## src/rtl/pcs_tx_code_group.sv

```systemverilog
// rtl/pcs_tx_code_group.sv - 1000BASE-X PCS transmit code-group generator
//
// Turns the GMII octet stream into one 8b/10b code group per clock, inserting
// /I1/ /I2/ /S/ /T/ /R/ /V/ and tracking running disparity.
// Code-group bit order: [9] = a (first on the wire) ... [0] = j.
//
// Ports:
//   clk           clock, one code group per rising edge
//   reset         asynchronous, active-high reset
//   tx_en         frame enable from the MAC
//   tx_er         transmit error, only meaningful with tx_en=1
//   txd           octet, bits HGFEDCBA
//   tx_code_group registered code group
//   tx_even       1 when tx_code_group occupies an even slot
//   tx_rd         running disparity after tx_code_group (0 = negative)
//   tx_align_err  one-cycle pulse: tx_en rose on an odd slot
`timescale 1ns/1ps
module pcs_tx_code_group #(
    parameter int CG_WIDTH = 10
) (
    input  logic                clk,
    input  logic                reset,
    input  logic                tx_en,
    input  logic                tx_er,
    input  logic [7:0]          txd,
    output logic [CG_WIDTH-1:0] tx_code_group,
    output logic                tx_even,
    output logic                tx_rd,
    output logic                tx_align_err
);

    // Special code groups in their RD- form; every one used here has an RD+
    // form that is the bitwise complement.
    localparam logic [9:0] K28_5 = 10'b0011111010;
    localparam logic [9:0] K27_7 = 10'b1101101000;  // /S/
    localparam logic [9:0] K29_7 = 10'b1011101000;  // /T/
    localparam logic [9:0] K23_7 = 10'b1110101000;  // /R/
    localparam logic [9:0] K30_7 = 10'b0111101000;  // /V/

    localparam logic [7:0] D5_6  = 8'hC5;
    localparam logic [7:0] D16_2 = 8'h50;

    typedef enum logic [2:0] {
        S_IDLE_K,
        S_IDLE_D,
        S_DATA,
        S_EOP_R1,
        S_EOP_R2
    } state_t;

    state_t              state, state_next;
    logic                start_pend, start_next;
    logic                even_slot;   // parity of the slot being produced now
    logic                align_next;
    logic [CG_WIDTH-1:0] cg_next;
    logic                rd_next;

    // 5b/6b table, RD- column (abcdei)
    function automatic logic [5:0] enc_6b(input logic [4:0] x);
        logic [5:0] s;
        s = 6'b100111;
        case (x)
            5'd0:  s = 6'b100111;
            5'd1:  s = 6'b011101;
            5'd2:  s = 6'b101101;
            5'd3:  s = 6'b110001;
            5'd4:  s = 6'b110101;
            5'd5:  s = 6'b101001;
            5'd6:  s = 6'b011001;
            5'd7:  s = 6'b111000;
            5'd8:  s = 6'b111001;
            5'd9:  s = 6'b100101;
            5'd10: s = 6'b010101;
            5'd11: s = 6'b110100;
            5'd12: s = 6'b001101;
            5'd13: s = 6'b101100;
            5'd14: s = 6'b011100;
            5'd15: s = 6'b010111;
            5'd16: s = 6'b011011;
            5'd17: s = 6'b100011;
            5'd18: s = 6'b010011;
            5'd19: s = 6'b110010;
            5'd20: s = 6'b001011;
            5'd21: s = 6'b101010;
            5'd22: s = 6'b011010;
            5'd23: s = 6'b111010;
            5'd24: s = 6'b110011;
            5'd25: s = 6'b100110;
            5'd26: s = 6'b010110;
            5'd27: s = 6'b110110;
            5'd28: s = 6'b001110;
            5'd29: s = 6'b101110;
            5'd30: s = 6'b011110;
            5'd31: s = 6'b101011;
        endcase
        return s;
    endfunction

    // 3b/4b table, RD- column (fghj); alt selects A7 instead of P7
    function automatic logic [3:0] enc_4b(input logic [2:0] y, input logic alt);
        logic [3:0] s;
        s = 4'b1011;
        case (y)
            3'd0: s = 4'b1011;
            3'd1: s = 4'b1001;
            3'd2: s = 4'b0101;
            3'd3: s = 4'b1100;
            3'd4: s = 4'b1101;
            3'd5: s = 4'b1010;
            3'd6: s = 4'b0110;
            3'd7: s = alt ? 4'b0111 : 4'b1110;
        endcase
        return s;
    endfunction

    function automatic logic [9:0] enc_data(input logic [7:0] d, input logic rd);
        logic [4:0] x;
        logic [2:0] y;
        logic [5:0] s6;
        logic [3:0] s4;
        logic       unbal6, unbal4, rd_mid, alt;
        x      = d[4:0];
        y      = d[7:5];
        s6     = enc_6b(x);
        unbal6 = ($countones(s6) != 3);
        // D7 is balanced but still has distinct RD-/RD+ forms
        if (rd && (unbal6 || x == 5'd7))
            s6 = ~s6;
        rd_mid = rd ^ unbal6;
        // A7 avoids a run of five identical bits across the sub-block seam
        alt = (!rd_mid && (x == 5'd17 || x == 5'd18 || x == 5'd20)) ||
              ( rd_mid && (x == 5'd11 || x == 5'd13 || x == 5'd14));
        s4     = enc_4b(y, alt);
        unbal4 = ($countones(s4) != 2);
        if (rd_mid && (unbal4 || y == 3'd3))
            s4 = ~s4;
        return {s6, s4};
    endfunction

    function automatic logic [9:0] sel_k(input logic [9:0] k, input logic rd);
        return rd ? ~k : k;
    endfunction

    always_ff @(posedge clk or posedge reset) begin
        if (reset) begin
            state         <= S_IDLE_K;
            start_pend    <= 1'b0;
            even_slot     <= 1'b1;
            tx_code_group <= '0;
            tx_even       <= 1'b0;
            tx_rd         <= 1'b0;
            tx_align_err  <= 1'b0;
        end else begin
            state         <= state_next;
            start_pend    <= start_next;
            even_slot     <= ~even_slot;
            tx_code_group <= cg_next;
            tx_even       <= even_slot;
            tx_rd         <= rd_next;
            tx_align_err  <= align_next;
        end
    end

    always_comb begin
        state_next = state;
        start_next = start_pend;
        align_next = 1'b0;
        cg_next    = '0;
        case (state)
            S_IDLE_K: begin
                if (tx_en || start_pend) begin
                    cg_next    = sel_k(K27_7, tx_rd);
                    start_next = 1'b0;
                    state_next = S_DATA;
                end else begin
                    cg_next    = sel_k(K28_5, tx_rd);
                    state_next = S_IDLE_D;
                end
            end
            S_IDLE_D: begin
                // RD+ after K28.5 needs the disparity-flipping /I2/ to get back to RD-
                cg_next    = enc_data(tx_rd ? D16_2 : D5_6, tx_rd);
                state_next = S_IDLE_K;
                if (tx_en) begin
                    align_next = 1'b1;
                    start_next = 1'b1;
                end
            end
            S_DATA: begin
                if (!tx_en) begin
                    cg_next    = sel_k(K29_7, tx_rd);
                    state_next = S_EOP_R1;
                end else if (tx_er) begin
                    cg_next = sel_k(K30_7, tx_rd);
                end else begin
                    cg_next = enc_data(txd, tx_rd);
                end
            end
            S_EOP_R1: begin
                cg_next    = sel_k(K23_7, tx_rd);
                // a second /R/ keeps the next K28.5 on an even slot
                state_next = even_slot ? S_EOP_R2 : S_IDLE_K;
            end
            S_EOP_R2: begin
                cg_next    = sel_k(K23_7, tx_rd);
                state_next = S_IDLE_K;
            end
            default: state_next = S_IDLE_K;
        endcase
        rd_next = tx_rd ^ ($countones(cg_next) != 5);
    end

endmodule
```

## config.mk

```make
export PLATFORM = sky130hd
export DESIGN_NAME = pcs_tx_code_group
export DESIGN_NICKNAME = d
export VERILOG_FILES = /design/src/rtl/pcs_tx_code_group.sv
export SDC_FILE = /design/constraint.sdc
export NUM_CORES = 1
export LEC_CHECK = 0
export ABC_AREA = 1
export CORE_MARGIN = 5
export CORE_UTILIZATION = 56
export DETAILED_ROUTE_END_ITERATION = 12
export PLACE_DENSITY_LB_ADDON = 0.15
export SLEW_MARGIN = 10
export SYNTH_ARGS = -nofsm -noshare
export SYNTH_HDL_FRONTEND = slang
export SYNTH_SLANG_ARGS = --single-unit
```

## constraint.sdc

```tcl
create_clock -name clk -period 6.77 [get_ports clk]
set_input_delay 0.677 -clock clk [delete_from_list [all_inputs] [get_ports clk]]
set_output_delay 0.677 -clock clk [all_outputs]
set_load 0.005 [all_outputs]
```

==> results of run 1 <==
-- cells by family after synthesis --
family,after synthesis
simple gates,118
buf+inv,63
compound gates,44
fa+ha+maj,23
flops,18
xor+xnor,4
-- through the flow --
stage	hold slack, ps	utilization, %	setup slack (ps)	TNS (ps)	cells
2_1_floorplan	389	-	-916	-916	270
3_3_place_gp	392	77.8	-1860	-1860	377
3_5_place_dp	405	77.8	-2010	-2010	377
==> impl_metrics.toml, run 1 <==
[floorplanning]
die_h_um = 68.1
die_x_um = 68.1
fp-row-count = 21
ioPinCount = 25
start_util_pct = 57.1

[logic_synthesis]
synth_edf_count = 0
ys_warn_count = 0
synth_fa_ha_area_share_pct = 19.2
synthMuxAreaShare_pct = 0
syn_avg_cell_area_um2 = 7.01
seq_area_frac_synth_pct = 23.9
ys_types = 34
synthTopCellsByArea = "dfrtp_1 22%, nand2_1 11%, fa_1 11%, inv_1 11%, ha_1 8.6%"
synthCells = 270
post-synth-top-count-cell = "nand2_1"
netlist_area_um2 = 1890
synth_xor_area_share_pct = 1.85
synth-compound-area-share_pct = 13.6
synth_top_family_by_area = "simple AND/OR/NAND/NOR gates"
yosys.area_share.simple_pct = 27.6
synth_flop_cell = "dfrtp_1"
ys_ff_latch = 18
yosys-top-cells-count = "57 x nand2_1, 53 x inv_1, 27 x nor2_1"
synth_top_area_share_pct = 22.5
synthesis.nets = 305
ys_async_sr_fraction_pct = 100
synth.largest_area_cell = "dfrtp_1"

[cts]
cts-root-buf = "clkbuf_4"
cts_sinks = 18
ctsResizeCount = 50
cts.htree.levels = 1
cts_hold_buf = 0
post_cts_buffers = 87
cts_buffer_depth = 2
cts_buffers = 3

[place]
placed_area_um2 = 2580
port_buffers = 24
dp_hpwl_um = 3880
routabilityCongestion = 0.879

[run_status]
stop_stage = "clock tree synthesis"
outcome = "stopped before the end"
firstError = "[ERROR DPL-0038] Utilization greater than 100%, impossible to legalize"
==> inputs of run 2 (changes only) <==
--- a/config.mk
+++ b/config.mk
@@ -7,7 +7,7 @@
 export LEC_CHECK = 0
 export ABC_AREA = 1
 export CORE_MARGIN = 5
-export CORE_UTILIZATION = 56
+export CORE_UTILIZATION = 40
 export DETAILED_ROUTE_END_ITERATION = 12
 export PLACE_DENSITY_LB_ADDON = 0.15
 export SLEW_MARGIN = 10
==> impl_metrics.toml, run 2 <==
[timing]
setup_viol = 1
rsz0062_at_grt = "true"
hold_viol_final = 0
fin_crit_ps = 7820
fin_tns_setup_ps = -1050
fmax_mhz = 128
min_period_over_period_pct = 116
whs_ps = 404
fin_skew_ps = 4.80
fin_ws_ps = -1050
max_slew_margin_pct = 56.8
drv_slew = 0
worst_pin_slew_ps = 647

[finish]
n_antenna_cell = 0
mostFrequentLayoutCell = "nand2_1"
syn_to_final_growth_pct = 49.4
largest_register_ffs = 10
nets = 384
max_flop_register = "tx_code_group"
post-route-util_pct = 60.6
final_cell_mix = "53 x nand2_1, 52 x buf_4, 46 x inv_1"
drive_gt1_share_pct = 32.2
top_regs = "tx_code_group (10), state (3)"
final_cells = 402
n_fill_cell = 430

[logic_synthesis]
synth_edf_count = 0
ys_ff_latch = 18
seq_area_frac_synth_pct = 23.9
ys_async_sr_fraction_pct = 100
ys_types = 34
synth_top_area_share_pct = 22.5
netlist_area_um2 = 1890
yosys-top-cells-count = "57 x nand2_1, 53 x inv_1, 27 x nor2_1"
synth_flop_cell = "dfrtp_1"
synthCells = 270
ys_warn_count = 0
syn_avg_cell_area_um2 = 7.01
post-synth-top-count-cell = "nand2_1"
synth.largest_area_cell = "dfrtp_1"
synthesis.nets = 305
synthTopCellsByArea = "dfrtp_1 22%, nand2_1 11%, fa_1 11%, inv_1 11%, ha_1 8.6%"

[drt]
drtIter0Drc = 57
firstDrtPassIters = 5
routedWlPerCell_um = 11.1
vias = 1913
wl_um = 4450
detail_route.vias_per_cell = 4.76
ant_nets = 0
drc = 0

[place]
port_buffers = 24
dpl.cell_count = 395
dp_hpwl_um = 3710
routabilityCongestion = 0.884

[worst_setup_path]
crit_fanout = 5
critPathMaxStageDelay_ps = 560
start_kind = "primary input"
arrival_ps = 7960
cp.buffers_inverters = 15
cp.required_ps = 6910
cp-end-kind = "flip-flop"
critPathSlowestCell = "fa_1"
crit_type = "in2reg"
cp_top_family = "adder cells"

[cts]
cts_hold_buf = 0
cts-root-buf = "clkbuf_8"
cts_buffers = 3
clk_pin_slew_ps = 60
cts.htree.levels = 1
cts_sinks = 18
cts_tree = "done"
cts_buffer_depth = 2
insertion_delay_ps = 250

[pwr]
p_per_area_nw_per_um2 = 539
finalPower_mw = 1.52
power.leakage_nw = 1.46
ir_drop_mv = 0.805

[grt]
met1_usage_pct = 21.9
track_usage_pct = 16.1
antenna_found_initial = 0
grt_pass1_wl_um = 8180
grt_pass1_vias = 1925
grt_overflow = 0
met2_usage_pct = 27.8
grt_max_degree = 19
use_met3_pct = 1.70
grt.busiest_layer = "met2"

[run_status]
violations = "negative setup slack"
outcome = "finished, violations left"

[floorplanning]
fp-row-count = 25
die_h_um = 78.8
die_x_um = 78.8
start_util_pct = 40.6
core_area_um2 = 4660
ioPinCount = 25
die_area_um2 = 6200

[worst_hold_path]
hp-class = "reg2reg"

[run]
max-cap-violations = 0
-- run 2: logic make-up after synthesis --
| family | Yosys count | share of synthesized area, % |
|---|---|---|
| AOI/OAI and AO/OA | 44 | 13.6 |
| adders and majority gates | 23 | 19.2 |
| DFF | 18 | 23.9 |
| xor gates and xnor gates | 4 | 1.85 |
| buffers and inverters | 63 | 13.8 |
| and+or+nand+nor | 118 | 27.6 |
-- run 2: stage by stage --
stage	cell area [um^2]	setup WS [ps]
after global placement	2650	-1880
after CTS	2770	-1160
after global routing	2830	-1400
after floorplan	1990	-916
final	2830	-1050
after detailed placement	2650	-1950
-- run 2: per-layer routing --
layer / share of wire (%) / routed length (um) / vias up
li1: - / - / 1001
met1: 48 / 2120 / 875
met2: 48 / 2150 / 31
met3: 2.9 / 129 / 6
met4: 1.0 / 46 / 0
met5: 0 / 0 / -
-- run 2: layout make-up --
type                            count  area, um^2  share of cell area [%]
Tap cell                           54        67.6                    2.39
Clock buffer                        4        45.0                    1.59
Inverter                           59         246                    8.72
Timing Repair Buffer               78         687                    24.3
Multi-Input combinational cell    189        1330                    47.0
Sequential cell                    18         452                    16.0
-- run 2: where the power goes --
group	internal [mW]	switching (mW)	leakage [nW]
combinational	0.608	0.670	1.21
sequential	0.154	0.0155	0.224
clock	0.0417	0.0331	0.0228
total	0.804	0.719	1.46
-- run 2: path summary, 6_finish.rpt --
kind	end	slack [ps]	depth (start not counted)	startpoint
hold reg to reg	tx_even	400	0	even_slot
max in group asynchronous	tx_code_group[2]	5550	2	reset
hold / removal	tx_even	400	0	even_slot
setup reg to reg	tx_rd	1280	32	tx_rd
min in group asynchronous	tx_code_group[6]	810	2	reset
setup / recovery	tx_rd	-1050	46	txd[2]
-- run 2: repair_timing --
action / 4_1_cts / 5_1_grt
resized for setup: 36 / 9
gates cloned: 1 / 0
pin swaps: 9 / 7
setup buffers: 1 / 1
setup endpoints to repair: 1 / 1
(Power assumes the default switching activity.)
